File: src/rtl/inst_trace_reorder.sv
// Commit-trace reorder buffer: accepts out-of-order completions on several
// channels, keyed by seq_num, and replays them one per cycle in seq_num order.
//
// Ports:
//   clk, rst      clock; asynchronous active-low reset
//   in_val        per-channel completion valid (no backpressure)
//   in_seq_num    per-channel sequence number (S bits each)
//   in_pc         per-channel PC (32 bits each)
//   in_waddr      per-channel destination register (5 bits each)
//   in_wdata      per-channel writeback data (32 bits each)
//   in_wen        per-channel write enable
//   trace_*       ordered trace stream; trace_val pulses once per instruction
//   count         number of buffered entries
//   stall         producer must not complete new instructions this cycle
//   err           sticky protocol error (slot reuse or same-cycle duplicate)
module inst_trace_reorder #(
   parameter int p_num_chans    = 2,
   parameter int p_seq_num_bits = 5
) (
   input  logic                                  clk,
   input  logic                                  rst,
   input  logic [p_num_chans-1:0]                in_val,
   input  logic [p_num_chans*p_seq_num_bits-1:0] in_seq_num,
   input  logic [p_num_chans*32-1:0]             in_pc,
   input  logic [p_num_chans*5-1:0]              in_waddr,
   input  logic [p_num_chans*32-1:0]             in_wdata,
   input  logic [p_num_chans-1:0]                in_wen,
   output logic                                  trace_val,
   output logic [31:0]                           trace_pc,
   output logic [4:0]                            trace_waddr,
   output logic [31:0]                           trace_wdata,
   output logic                                  trace_wen,
   output logic [p_seq_num_bits:0]               count,
   output logic                                  stall,
   output logic                                  err
);

   localparam int C  = p_num_chans;
   localparam int S  = p_seq_num_bits;
   localparam int D  = 1 << S;
   localparam int CW = S + 1;
   localparam int SW = CW + 1;

   // Entry storage, indexed directly by seq_num
   logic [D-1:0]  valid_q;
   logic [D-1:0]  valid_d;
   logic [31:0]   pc_q    [D];
   logic [4:0]    waddr_q [D];
   logic [31:0]   wdata_q [D];
   logic          wen_q   [D];

   logic [S-1:0]  head_q;
   logic [CW-1:0] count_q;
   logic [CW-1:0] count_d;
   logic [CW-1:0] n_acc;
   logic          err_q;

   logic [S-1:0]  seq [C];
   logic [C-1:0]  acc;
   logic          bad;
   logic          drain;
   logic [SW-1:0] need;

   always_comb begin
      for (int c = 0; c < C; c++) begin
         seq[c] = in_seq_num[c*S +: S];
      end
   end

   // A write is accepted only into a free slot (pre-edge view) and only
   // by the lowest-index channel naming that slot this cycle.
   always_comb begin
      acc = '0;
      bad = 1'b0;
      for (int c = 0; c < C; c++) begin
         if (in_val[c]) begin
            acc[c] = !valid_q[seq[c]];
            for (int j = 0; j < c; j++) begin
               if (in_val[j] && (seq[j] == seq[c])) begin
                  acc[c] = 1'b0;
               end
            end
            if (!acc[c]) begin
               bad = 1'b1;
            end
         end
      end
   end

   assign drain = valid_q[head_q];

   // A write can never target the head slot while it drains: a draining
   // head is valid, so any write to it is rejected above.
   always_comb begin
      valid_d = valid_q;
      n_acc   = '0;
      if (drain) begin
         valid_d[head_q] = 1'b0;
      end
      for (int c = 0; c < C; c++) begin
         if (acc[c]) begin
            valid_d[seq[c]] = 1'b1;
            n_acc           = n_acc + CW'(1);
         end
      end
      count_d = count_q + n_acc - CW'(drain);
   end

   always_ff @(posedge clk or negedge rst) begin
      if (!rst) begin
         valid_q     <= '0;
         head_q      <= '0;
         count_q     <= '0;
         err_q       <= 1'b0;
         trace_val   <= 1'b0;
         trace_pc    <= '0;
         trace_waddr <= '0;
         trace_wdata <= '0;
         trace_wen   <= 1'b0;
      end else begin
         valid_q   <= valid_d;
         count_q   <= count_d;
         trace_val <= drain;
         if (bad) begin
            err_q <= 1'b1;
         end
         if (drain) begin
            trace_pc    <= pc_q[head_q];
            trace_waddr <= waddr_q[head_q];
            trace_wdata <= wdata_q[head_q];
            trace_wen   <= wen_q[head_q];
            head_q      <= head_q + S'(1);
         end
      end
   end

   // Payload needs no reset: it is only observed through a valid bit.
   always_ff @(posedge clk) begin
      for (int c = 0; c < C; c++) begin
         if (acc[c]) begin
            pc_q[seq[c]]    <= in_pc[c*32 +: 32];
            waddr_q[seq[c]] <= in_waddr[c*5 +: 5];
            wdata_q[seq[c]] <= in_wdata[c*32 +: 32];
            wen_q[seq[c]]   <= in_wen[c];
         end
      end
   end

   assign need  = {1'b0, count_q} + SW'(C);
   assign stall = need > SW'(D);
   assign count = count_q;
   assign err   = err_q;

endmodule

File: config.mk
export PLATFORM = sky130hd
export DESIGN_NAME = inst_trace_reorder
export DESIGN_NICKNAME = d
export VERILOG_FILES = /design/src/rtl/inst_trace_reorder.sv
export SDC_FILE = /design/constraint.sdc
export NUM_CORES = 2
export LEC_CHECK = 0
export ABC_CLOCK_PERIOD_IN_PS = 22500
export CORE_ASPECT_RATIO = 1.25
export CORE_MARGIN = 3
export CORE_UTILIZATION = 30
export CTS_CLUSTER_SIZE = 12
export DETAILED_ROUTE_END_ITERATION = 7
export RECOVER_POWER = 25
export SKIP_LAST_GASP = 1
export SYNTH_ARGS = -nofsm -noshare
export SYNTH_HDL_FRONTEND = slang
export SYNTH_SLANG_ARGS = --single-unit
File: constraint.sdc
create_clock -name clk -period 22.5 [get_ports clk]
set_input_delay 4.5 -clock clk [delete_from_list [all_inputs] [get_ports clk]]
set_output_delay 4.5 -clock clk [all_outputs]
set_load 0.005 [all_outputs]
==> flow_metrics.py <==
metrics = {
    "clock_tree": {
        "cts_hold_buf": 0,
        "clock_path_buffers": 4,
        "cts_setup_buffers": 0,
        "cts_root_buffer": "clkbuf_16",
        "cts_sinks": 2355,
        "cts_max_level": 4,
        "cts_made_buffers": 238,
        "ctsResizeCount": 0,
        "clk_latency_ps": 940,
        "clk_pin_slew_ps": 60,
        "cts_tree": "built",
    },
    "global_route": {
        "grt_overflow": 0,
        "grt_pass1_vias": 69516,
        "track_usage_pct": 19.4,
        "grt_pass1_wl_um": 559000,
        "grt_max_degree": 119,
        "antenna_found_initial": 64,
    },
    "hold_path": {
        "hp-class": "reg -> reg",
    },
    "logic_synthesis": {
        "synth.distinct_cells": 63,
        "synthArstFlopShare_pct": 4.88,
        "syn-num-nets": 6960,
        "synth_simple_gate_area_share_pct": 0.886,
        "postSynthCellCount": 6789,
        "synth_fa_ha_area_share_pct": 0.187,
        "synth_top_family_by_area": "multiplexers",
        "avgSynthCellArea_um2": 17.4,
        "ys_ff_latch": 2355,
        "yosysWarnings": 0,
        "synth_xor_area_share_pct": 0.104,
        "muxShareOfSynthArea_pct": 33.0,
        "synth_edf_count": 2240,
        "syn-cell-area_mm2": 0.118,
        "synth_flop_cell": "edfxtp_1",
        "yosysSeqAreaShare_pct": 59.5,
        "synth-compound-area-share_pct": 3.08,
    },
    "timing": {
        "hold_viol": 0,
        "slew_violations": 1718,
        "tns_ps": 0,
        "fin_crit_sh_pct": 59.2,
        "finalSetupViolCount": 0,
        "skew_ps": 82.0,
        "hold_ws_ps": 553,
        "max_freq_mhz": 75.1,
        "slew_headroom_pct": -197,
        "worst_slack_ps": 9190,
        "tightest_slew_ps": 4460,
        "min_period_ps": 13310,
        "rsz0062_at_grt": "false",
    },
    "pwr": {
        "clkPwrFrac_pct": 29.7,
        "power_switching_uw": 4080,
        "intPower_uw": 8760,
        "powerDensity_mw_per_mm2": 97.4,
        "p_total_uw": 12800,
        "vdd_drop_max_mv": 0.158,
        "leakage_uw": 0.0419,
        "p_sw_share_pct": 31.8,
        "power_frac_seq_pct": 40.3,
        "p_comb_share_pct": 30.1,
    },
    "route": {
        "drt_pass1_iterations": 5,
        "viasPerCell": 5.64,
        "vias": 67513,
        "routed_wirelength_um": 400000,
        "antenna_left": 0,
        "drcViolationCount": 0,
        "wl_per_cell_um": 33.4,
        "drt_iter0_drc": 7509,
    },
    "status": {
        "violations": "max-capacitance violations, max-slew violations",
        "status": "complete, but fails checks",
    },
    "cells_and_area": {
        "finalNetCount": 6756,
        "layout-drive-gt1-share_pct": 47.6,
        "finalInstanceArea_mm2": 0.132,
        "area_growth_pct": 11.8,
    },
    "setup_path": {
        "cp_slowest_stage_delay_ps": 3230,
        "cp_cell_sequence": "clkbuf_1 -> mux4_2 -> a22oi_1 -> nand4_1 -> clkbuf_1 -> clkbuf_1 -> nand2_1 -> o21ai_0 -> o211ai_1",
        "critPathBufInv": 3,
        "crit_path_end_kind": "register",
        "crit_fanout": 66,
        "arrival_ps": 13880,
        "cp_slowest_cell": "clkbuf_1",
        "critical_path_required_ps": 23070,
        "critPathMostFrequentCell": "clkbuf_1",
        "critPathLaunchType": "register",
        "critPathKind": "reg -> reg",
        "crit_family": "buffers and inverters",
    },
    "run": {
        "drv_cap": 56,
    },
    "die": {
        "num_io_pins": 233,
        "fp.dieArea_mm2": 0.401,
        "coreArea_mm2": 0.390,
        "initial_core_util_pct": 30.2,
        "rows": 256,
        "die_h_um": 707,
        "fp.dieW_um": 567,
    },
    "placement": {
        "io_buffers": 232,
        "dpl_cell_area_mm2": 0.125,
        "dp_hpwl_um": 220000,
        "gp_congestion": 0.857,
        "pre_cts_slack_ps": 12660,
    },
}
-- cell type report --
type                            instances  area [µm²]
Fill cell                           37141      258000
Sequential cell                      2355       70100
Multi-Input combinational cell       3534       44200
Clock buffer                          409        6890
Tap cell                             5160        6460
Timing Repair Buffer                  439        3810
Clock inverter                         29         280
Inverter                               17        63.8
Antenna cell                           18        45.0
-- power by group through the flow --
stage	clock network [µW]	registers, µW	logic, µW
2_1_floorplan	0	5160	2480
3_3_place_gp	0	5260	3840
3_5_place_dp	0	5270	3860
4_1_cts	3880	5180	3880
5_1_grt	4030	5190	4080
6_report	3810	5170	3860
-- state kept, by name (all words and copies together), names as in the netlist --
signal / cells
head_q: 5
count: 6
trace_waddr: 5
trace_val: 1
valid_q: 32
trace_wen: 1
wdata_q: 1024
wen_q: 32
pc_q: 1024
trace_pc: 32
err: 1
trace_wdata: 32
waddr_q: 160
-- synthesized netlist by cell type, types with 3 or more instances --
| library cell | instances | area, µm² |
|---|---|---|
| nor2_1 | 84 | 315 |
| or3_1 | 4 | 25.0 |
| a22o_1 | 140 | 1230 |
| buf_12 | 6 | 120 |
| a21o_1 | 4 | 30.0 |
| nand2_1 | 32 | 120 |
| nor3b_1 | 6 | 45.0 |
| a221oi_1 | 140 | 1230 |
| nand3_4 | 3 | 52.6 |
| nand4_1 | 13 | 81.3 |
| inv_1 | 17 | 63.8 |
| mux2_2 | 2028 | 22800 |
| clkbuf_1 | 638 | 2390 |
| and3_1 | 4 | 25.0 |
| mux4_2 | 582 | 13100 |
| a22oi_1 | 4 | 30.0 |
| o21ai_0 | 63 | 315 |
| a31oi_1 | 71 | 444 |
| and3b_1 | 4 | 35.0 |
| buf_2 | 165 | 826 |
| mux2i_1 | 4 | 40.0 |
| edfxtp_1 | 2240 | 67300 |
| mux2_1 | 92 | 1040 |
| nor2b_1 | 9 | 56.3 |
| or2_2 | 3 | 18.8 |
| dfrtp_1 | 115 | 2880 |
| buf_6 | 23 | 259 |
| nand2b_1 | 7 | 43.8 |
| a21oi_1 | 6 | 30.0 |
| xnor2_1 | 12 | 105 |
| buf_1 | 50 | 188 |
| ha_1 | 16 | 200 |
| mux2_4 | 125 | 1880 |
| nand3_1 | 17 | 85.1 |
| o211ai_1 | 27 | 203 |
| nand3b_1 | 4 | 30.0 |
-- path summary, 6_finish.rpt --
kind	start	end	slack [ps]	cells after the start
hold / removal	trace_wdata[30]	trace_wdata[30]	550	2
min in group asynchronous	rst	count[3]	4350	1
hold reg to reg	trace_wdata[30]	trace_wdata[30]	550	2
max in group asynchronous	rst	trace_pc[7]	12990	2
setup / recovery	head_q[0]	valid_q[24]	9190	9
setup reg to reg	head_q[0]	valid_q[24]	9190	9
-- stage by stage --
| step | instances | utilization (%) |
|---|---|---|
| after floorplan | 6789 | - |
| after global placement | 11504 | 32.1 |
| after detailed placement | 11504 | 32.1 |
| after CTS | 11942 | 33.9 |
| after global routing | 11946 | 33.8 |
| final | 11961 | 33.8 |
-- layer usage --
layer  GRT usage [%]  up-vias  wire length (µm)
met5               0        -               382
met4            6.53       60             15000
met3            4.07      766             33200
met2            32.5     3247            195000
met1            24.9    36456            156000
li1                -    26984                 -
-- placed cells by master (no fill, tap or decap), types with 5 or more instances in the layout --
master,instances
a21oi_1,6
a221oi_1,140
a22o_1,140
a31oi_1,71
buf_12,5
buf_4,165
clkbuf_1,181
clkbuf_16,240
clkbuf_8,25
clkdlybuf4s50_1,148
clkinv_1,7
clkinv_2,12
dfrtp_1,114
diode_2,18
dlygate4sd3_1,81
edfxtp_1,2240
ha_1,16
inv_1,17
mux2_1,107
mux2_2,2027
mux2_4,111
mux4_2,582
nand2_1,32
nand2b_1,7
nand3_1,12
nand3_4,8
nand4_1,13
nor2_1,83
nor2b_1,9
o211ai_1,27
o21ai_0,42
o21ai_4,21
xnor2_1,12
-- logic make-up after synthesis --
kind of cell | after synthesis
xor+xnor | 14
simple gates | 205
fa+ha+maj | 17
compound gates | 467
buf+inv | 900
flops | 2355
mux | 2831
-- worst reg2reg max path: stages (launching register included) --
cell and delay, ps:
dfrtp_1 2060, clkbuf_1 2430, mux4_2 680, a22oi_1 140, nand4_1 170, clkbuf_1 2120
clkbuf_1 3250, nand2_1 1460, o21ai_0 500, o211ai_1 150
Power figures use the tool's default switching activity.
